==> config.mk <==
export PLATFORM = sky130hd
export DESIGN_NAME = pc_gen
export DESIGN_NICKNAME = d
export VERILOG_FILES = /design/src/rtl/pc_gen.sv
export SDC_FILE = /design/constraint.sdc
export NUM_CORES = 1
export LEC_CHECK = 0
export ABC_AREA = 1
export CAP_MARGIN = 40
export CORE_MARGIN = 5
export CORE_UTILIZATION = 42
export CTS_CLUSTER_SIZE = 10
export DETAILED_ROUTE_END_ITERATION = 10
export HOLD_SLACK_MARGIN = 0.12
export PLACE_DENSITY = 0.82
export REMOVE_ABC_BUFFERS = 1
export SETUP_SLACK_MARGIN = 0.02
export SYNTH_ARGS = -nofsm -noshare
export SYNTH_HDL_FRONTEND = slang
export SYNTH_SLANG_ARGS = --single-unit
export TNS_END_PERCENT = 50
==> constraint.sdc <==
create_clock -name cpu_clk -period 1.9 [get_ports cpu_clk]
set_input_delay 0.57 -clock cpu_clk [delete_from_list [all_inputs] [get_ports cpu_clk]]
set_output_delay 0.57 -clock cpu_clk [all_outputs]
set_load 0.01 [all_outputs]
==> src/rtl/pc_gen.sv <==
// Fetch-PC generator for the IF stage: block-sequential fetch, prioritised redirects, and stall-held redirects.
// Optional macro PC_ALIGN_CHECK_EN adds the adef output that flags misaligned redirect/predict targets.
module pc_gen #(
   parameter int                PC_WIDTH    = 32,
   parameter logic [PC_WIDTH-1:0] RESET_PC  = 32'h1C00_0000,
   parameter int                FETCH_BYTES = 8
) (
   input  logic                cpu_clk,
   input  logic                cpu_rstn,
   input  logic                suspend,
   input  logic                inst_valid,
   input  logic                ex_redirect,
   input  logic [PC_WIDTH-1:0] ex_pc,
   input  logic                pred_error,
   input  logic [PC_WIDTH-1:0] pred_pc,
   input  logic                jump_taken,
   input  logic [PC_WIDTH-1:0] jump_pc,
   input  logic                bp_taken,
   input  logic [PC_WIDTH-1:0] bp_pc,
   output logic [PC_WIDTH-1:0] pc,
   output logic                valid,
   output logic                flush_if,
   output logic                redirect_pending
`ifdef PC_ALIGN_CHECK_EN
   ,
   output logic                adef
`endif
);

   typedef enum logic {
      RUN  = 1'b0,
      PEND = 1'b1
   } state_t;

   localparam logic [PC_WIDTH-1:0] BLK_BYTES = PC_WIDTH'(FETCH_BYTES);
   localparam logic [PC_WIDTH-1:0] BLK_MASK  = ~(BLK_BYTES - 1'b1);

   state_t              state_q, state_d;
   logic [PC_WIDTH-1:0] pc_q, pc_d;
   logic [PC_WIDTH-1:0] pend_tgt_q, pend_tgt_d;
   logic [1:0]          pend_pri_q, pend_pri_d;
   logic [1:0]          in_pri;
   logic [PC_WIDTH-1:0] in_tgt;
   logic [PC_WIDTH-1:0] seq_pc;
   logic                flush_d;
   logic                adef_q, adef_d;

   always_comb begin
      in_pri = 2'd0;
      in_tgt = '0;
      if (ex_redirect) begin
         in_pri = 2'd3;
         in_tgt = ex_pc;
      end else if (pred_error) begin
         in_pri = 2'd2;
         in_tgt = pred_pc;
      end else if (jump_taken) begin
         in_pri = 2'd1;
         in_tgt = jump_pc;
      end
   end

   // Masking before the add realigns an unaligned entry target to the next block.
   assign seq_pc = (pc_q & BLK_MASK) + BLK_BYTES;

   always_comb begin
      state_d    = state_q;
      pc_d       = pc_q;
      pend_tgt_d = pend_tgt_q;
      pend_pri_d = pend_pri_q;
      flush_d    = 1'b0;
      adef_d     = adef_q;
      unique case (state_q)
         RUN: begin
            if (suspend) begin
               if (in_pri != 2'd0) begin
                  pend_tgt_d = in_tgt;
                  pend_pri_d = in_pri;
                  state_d    = PEND;
               end
            end else if (in_pri != 2'd0) begin
               pc_d    = in_tgt;
               flush_d = 1'b1;
               adef_d  = (in_tgt[1:0] != 2'b00);
            end else if (inst_valid && bp_taken) begin
               pc_d = bp_pc;
               if (bp_pc[1:0] != 2'b00) begin
                  adef_d = 1'b1;
               end
            end else if (inst_valid && !adef_q) begin
               pc_d = seq_pc;
            end
         end
         PEND: begin
            if (suspend) begin
               if (in_pri != 2'd0 && in_pri >= pend_pri_q) begin
                  pend_tgt_d = in_tgt;
                  pend_pri_d = in_pri;
               end
            end else begin
               if (in_pri != 2'd0 && in_pri >= pend_pri_q) begin
                  pc_d = in_tgt;
               end else begin
                  pc_d = pend_tgt_q;
               end
               adef_d     = (pc_d[1:0] != 2'b00);
               flush_d    = 1'b1;
               pend_tgt_d = '0;
               pend_pri_d = 2'd0;
               state_d    = RUN;
            end
         end
         default: state_d = RUN;
      endcase
`ifndef PC_ALIGN_CHECK_EN
      adef_d = 1'b0;
`endif
   end

   always_ff @(posedge cpu_clk or negedge cpu_rstn) begin
      if (!cpu_rstn) begin
         state_q    <= RUN;
         pc_q       <= RESET_PC;
         pend_tgt_q <= '0;
         pend_pri_q <= 2'd0;
         adef_q     <= 1'b0;
      end else begin
         state_q    <= state_d;
         pc_q       <= pc_d;
         pend_tgt_q <= pend_tgt_d;
         pend_pri_q <= pend_pri_d;
         adef_q     <= adef_d;
      end
   end

   assign pc               = pc_q;
   assign flush_if         = flush_d;
   assign redirect_pending = (state_q == PEND);

`ifdef PC_ALIGN_CHECK_EN
   assign adef  = adef_q;
   assign valid = cpu_rstn & inst_valid & ~suspend & ~flush_if & ~redirect_pending & ~adef_q;
`else
   assign valid = cpu_rstn & inst_valid & ~suspend & ~flush_if & ~redirect_pending & ~adef_q;
`endif

endmodule

Yosys cells after proc, flatten, opt, wreduce, memory -nomap -nowiden. Cells that the tools add are included.

Add/subtract/negate cells: 1. Multipliers: 0. Div/mod/pow operators: 0. Order comparisons: 1. Eq/ne operators: 6. Shift operators: 0. Mux-type cells: 29. Bitwise gates (word level): 7. Reductions and logical operators: 6.

Operators by type and width (count): $mux W32 (12); $pmux W32 S2 (2); $add A32 B4 Y32 const B (1); $mux W2 (6); $ne A2 B2 Y1 const B (4); $mux W1 (6); $reduce_and A3 Y1 (2); $and A1 B1 Y1 (4); $ne A4 B4 Y1 const B (1); $pmux W1 S2 (2); $pmux W2 S2 (1); $ne A3 B2 Y1 const B (1); $not A1 Y1 (3); $ge A2 B2 Y1 (1); $logic_and A1 B1 Y1 (2); $reduce_and A2 Y1 (1); $reduce_bool A2 Y1 (1).

Flip-flop bits (word level): 67. Latch bits: 0. Bits in writable memories: 0. ROM bits: 0. Input bits: 136. Output and inout port bits: 35. Word-level logic and storage cells: 54. Memories kept: 0.

Logic depth before layout (Yosys ltp).
Depth after elaboration: 10. Gate-level depth with buffers: 13. Gate-level depth less buffers: 11.

Least setup slack after synthesis. No wires, ideal clock.

Kind: input -> output. From: in ex_redirect. To: out valid. Arrival: 1584 ps. Required time: 1330 ps. Setup slack: -254 ps. Stages on the path: 7. Path buffers: 2. Path through: buf_4 > inv_4 > nand2_4 > nor2_8 > nand2_4 > clkbuf_1 > nor3b_1.

Cells in the longest elaborated chain, start to end: 8.

Ends and longest elaborated chain: from (decl) (RTL line 12) `input logic ex_redirect,`; $mux W2 (RTL line 51) `if (ex_redirect) begin`; $reduce_bool A2 Y1 (RTL line 81) `end else if (in_pri != 2'd0) begin`; $mux W1 (RTL line 81); $mux W1 (RTL line 75) `if (suspend) begin`; $pmux W1 S2 (RTL line 73) `unique case (state_q)`; $not A1 Y1 (RTL line 144) `assign valid = cpu_rstn & inst_valid & ~suspend & ~flush_if & ~redirect_pending & ~adef_q;`; $and A1 B1 Y1 (2 in a row) (RTL line 144); to (decl) (RTL line 21) `output logic valid,`.

No other way between the ends.

Worst setup path in the final report.
From: in pred_error. To: out valid.

Cells in the longest elaborated chain, start to end: 9.

Ends and longest elaborated chain: from (decl) (RTL line 14) `input logic pred_error,`; $mux W2 (RTL line 54) `end else if (pred_error) begin`; $mux W2 (RTL line 51); $reduce_bool A2 Y1 (RTL line 81); $mux W1 (RTL line 81); $mux W1 (RTL line 75); $pmux W1 S2 (RTL line 73); $not A1 Y1 (RTL line 144); $and A1 B1 Y1 (2 in a row) (RTL line 144).

No other way between the ends.

==> flow_summary.toml <==
[pwr]
relative_contribution_of_the_clock_network_to_total_power_pct = 29.1
report.power.total_mw = 6.387
p_switching_mw = 2.348
comb_power_share_pct = 40.3
cellLeakagePower_nw = 4.211
power.density_cell_area_nw_per_um2 = 739.8
sequential_power_share_pct = 30.6
p_int_mw = 4.039
ir_drop_mv = 0.4736
swShare_pct = 36.76

[setup_path]
path_buf_inv = 3
worst_reg_to_reg_path_cell_count = 9
cp_slowest_stage_delay_ns = 0.18
critPathLaunchType = "input port"
critPathCaptureType = "output pin"
crit-reg2reg-launch = "redirect_pending"
critPathMaxFanout = 4
path_cells = "buf_8 > inv_4 > nand2_4 > nor2_8 > nand2_4 > nor3b_2 > buf_2"
critical-path-top-delay-family = "simple AND/OR/NAND/NOR gates"
worstSetupStartpoint = "pred_error"
arrival_ns = 1.31
critPathRequiredTime_ns = 1.33
regToRegSetupSlack_ns = 0.15
crit_cells = 7
critPathSlowestCell = "sky130_fd_sc_hd__nor3b_2"
cell_seen_most_often_among_critical_path_stages = "sky130_fd_sc_hd__nand2_4"
critical_path_class = "input port to output pin"
r2r-end = "pend_tgt_q[5]"

[synthesis]
synth-edff-count = 0
synth.most_common_cell = "sky130_fd_sc_hd__nand2_1"
seq_area_frac_synth_pct = 27.82
async_flop_share_pct = 100.0
ys.flop_type = "sky130_fd_sc_hd__dfrtp_1"
library_cell_with_the_largest_summed_area_after_synthesis = "sky130_fd_sc_hd__dfrtp_1"
synth_area_per_cell_um2 = 6.009
synth_area_um2 = 6040
yosys-top-cells-area = "sky130_fd_sc_hd__dfrtp_1 27%, sky130_fd_sc_hd__nand2_1 18%, sky130_fd_sc_hd__nand3_1 11%"
synth_commonest_cells = "287 x sky130_fd_sc_hd__nand2_1, 146 x sky130_fd_sc_hd__nor2_1, 132 x sky130_fd_sc_hd__nand3_1"
postSynthRegisterBits = 67
synthesis.yosys.warnings = 0
synth_top_area_share_pct = 26.52
synth_cell_types = 39
synthCells = 1005

[clock_network]
numCtsBuffers = 9
clock_path_buffers = 2
cts-htree-levels = 3
insertion_delay_ns = 0.33
cts_tree = "done"
clkSinkCount = 67
cts.root.buffer_cell = "sky130_fd_sc_hd__clkbuf_16"
cts.reportedPaths.clkPinSlew_ns = 0.06
cts-hold-fix-buffers = 0

[sta]
whs_ns = 0.3096
setup_tns_ns = 0
clock_skew_ns = 0.007312
final-setup-viol-count = 0
max_slew_margin_pct = 63.01
timing_worst_slew_pin_value_ns = 0.5549
finalHoldViolations = 0
layout_worst_path_cycle_share_pct = 98.99
final_max_slew_viol_count = 0
clock.fmax_mhz = 531.7
rsz_0062_raised_after_global_routing = "yes"
layout_min_cycle_time_ns = 1.881

[global_routing]
global_route.usage.total_pct = 24.31
grt_max_degree = 42
grt.overflow.total = 0
first_global_vias = 6738
grt_pass1_wl_um = 33180
number_of_antenna_violations_at_the_first_check_in_global_routing = 0

[finish]
total_of_fill_cells_in_the_finished_design = 1297
layout_cells_sized_above_1_pct = 12.46
antennaDiodeCount = 0
total_nets_final = 1329
area.growth.synth_to_final_pct = 42.95

[die]
floorplan.die.height_um = 129.9
coreArea_um2 = 13990
initial_core_util_pct = 43.18
fp-row-count = 43
die_width_um = 129.9
floorplan.die_area_um2 = 16880
boundaryPins = 171

[place]
dp_hpwl_um = 15560
port_buffers = 170
gpl.final_weighted_congestion = 0.8906

[routing]
drt_iter0_drc = 595
detail-route-antenna-nets = 0
route.vias.total = 7217
route.final.wire_length_um = 21280
detailedRoute.firstPassIterationCount = 9
post-route-drc-count = 0
avgViaCountPerCell = 5.245
drt-wirelength-per-cell_um = 15.47

[run_status]
run_status = "finished, final reports clean"

[run]
max_cap_violations = 0

[hold_path]
holdCritPathClass = "input port to asynchronous set/reset pin"
power groups by stage:
stage          sequential, mW  clock (mW)  combinational [mW]
6_report                 1.95        1.86                2.57
5_1_grt                  1.99        1.92                2.85
4_1_cts                  1.95        1.86                2.49
3_5_place_dp             1.97           0                2.52
3_3_place_gp             1.96           0                2.46
2_1_floorplan            1.98           0                1.24
timing repair:
| item | in CTS | in global routing |
|---|---|---|
| endpoints found under the hold margin | 0 | 0 |
| setup endpoints to repair | 96 | 39 |
| cloned | 1 | 1 |
| pin swaps | 2 | 7 |
| setup buffers | 2 | 1 |
| resized for setup | 59 | 24 |
per-stage QoR:
step                instances  setup slack, ns  utilization (%)  area, µm²
floorplan                 953          -0.8006                -       5714
global placement         1355          -0.8137            58.44       8175
detailed placement       1355          -0.8235            58.44       8175
CTS                      1374         -0.01949            60.89       8517
global route             1376         -0.02028            61.72       8633
finish                   1376          0.01911            61.72       8633
final cells by class:
class | instances | area, µm² | area share, %
well taps | 180 | 225.2 | 2.609
clock inverters | 6 | 88.84 | 1.029
inverters | 102 | 392.9 | 4.551
flip-flops and latches | 67 | 1692 | 19.59
repair buffers | 227 | 2293 | 26.57
multi-input cells | 784 | 3702 | 42.88
clock buffers | 10 | 239.0 | 2.768
registers in the layout (all words and copies together), names as in the netlist:
signal,cells
pc,32
pend_pri_q,2
pend_tgt_q,32
redirect_pending,1
layer usage:
| layer | vias to the layer above | GRT usage (%) | part of all wire [%] |
|---|---|---|---|
| met5 | - | 0 | 0 |
| met4 | 0 | 5.746 | 1.9 |
| met3 | 44 | 3.848 | 8.1 |
| met2 | 297 | 42.16 | 47 |
| met1 | 3265 | 31.88 | 43 |
| li1 | 3611 | - | - |
cell families (layout without fill, tap and decap cells):
| logic type | count (synthesis) | after routing | share of synthesized area, % |
|---|---|---|---|
| compound gates | 158 | 158 | 14.56 |
| xor+xnor | 3 | 3 | 0.4351 |
| fa+ha+maj | 2 | 2 | 0.4143 |
| buf+inv | 154 | 345 | 11.85 |
| flops | 67 | 67 | 27.82 |
| simple gates | 621 | 621 | 44.91 |
worst max-delay path by stage:
stage                     end  slack (ns)
3_3_place_gp            valid       -0.81
6_report                valid        0.02
5_1_grt                 valid       -0.02
2_1_floorplan  pend_tgt_q[19]       -0.80
3_5_place_dp            valid       -0.82
4_1_cts                 valid       -0.02
cell usage in the layout, fill, tap and decap left out, drive strengths merged:
| cell | synthesis | final |
|---|---|---|
| a21oi | 72 | 72 |
| dfstp | 3 | 3 |
| clkinvlp | 0 | 2 |
| clkdlybuf4s50 | 0 | 133 |
| dfrtp | 64 | 64 |
| o2111ai | 1 | 1 |
| o21ai | 55 | 55 |
| xnor2 | 2 | 2 |
| inv | 102 | 102 |
| xor2 | 1 | 1 |
| o211ai | 10 | 10 |
| nor3 | 1 | 1 |
| clkinv | 0 | 2 |
| nor2 | 152 | 152 |
| a31oi | 19 | 19 |
| dlygate4sd2 | 0 | 27 |
| bufinv | 0 | 2 |
| ha | 2 | 2 |
| a22oi | 1 | 1 |
| nand4 | 2 | 2 |
| dlymetal6s2s | 0 | 4 |
| nand3b | 10 | 10 |
| and2 | 4 | 4 |
| clkbuf | 17 | 11 |
| or2 | 21 | 21 |
| nor3b | 1 | 1 |
| nand3 | 135 | 135 |
| buf | 35 | 62 |
| nand2 | 295 | 295 |
Note: power is estimated with default switching activity, not from simulation.
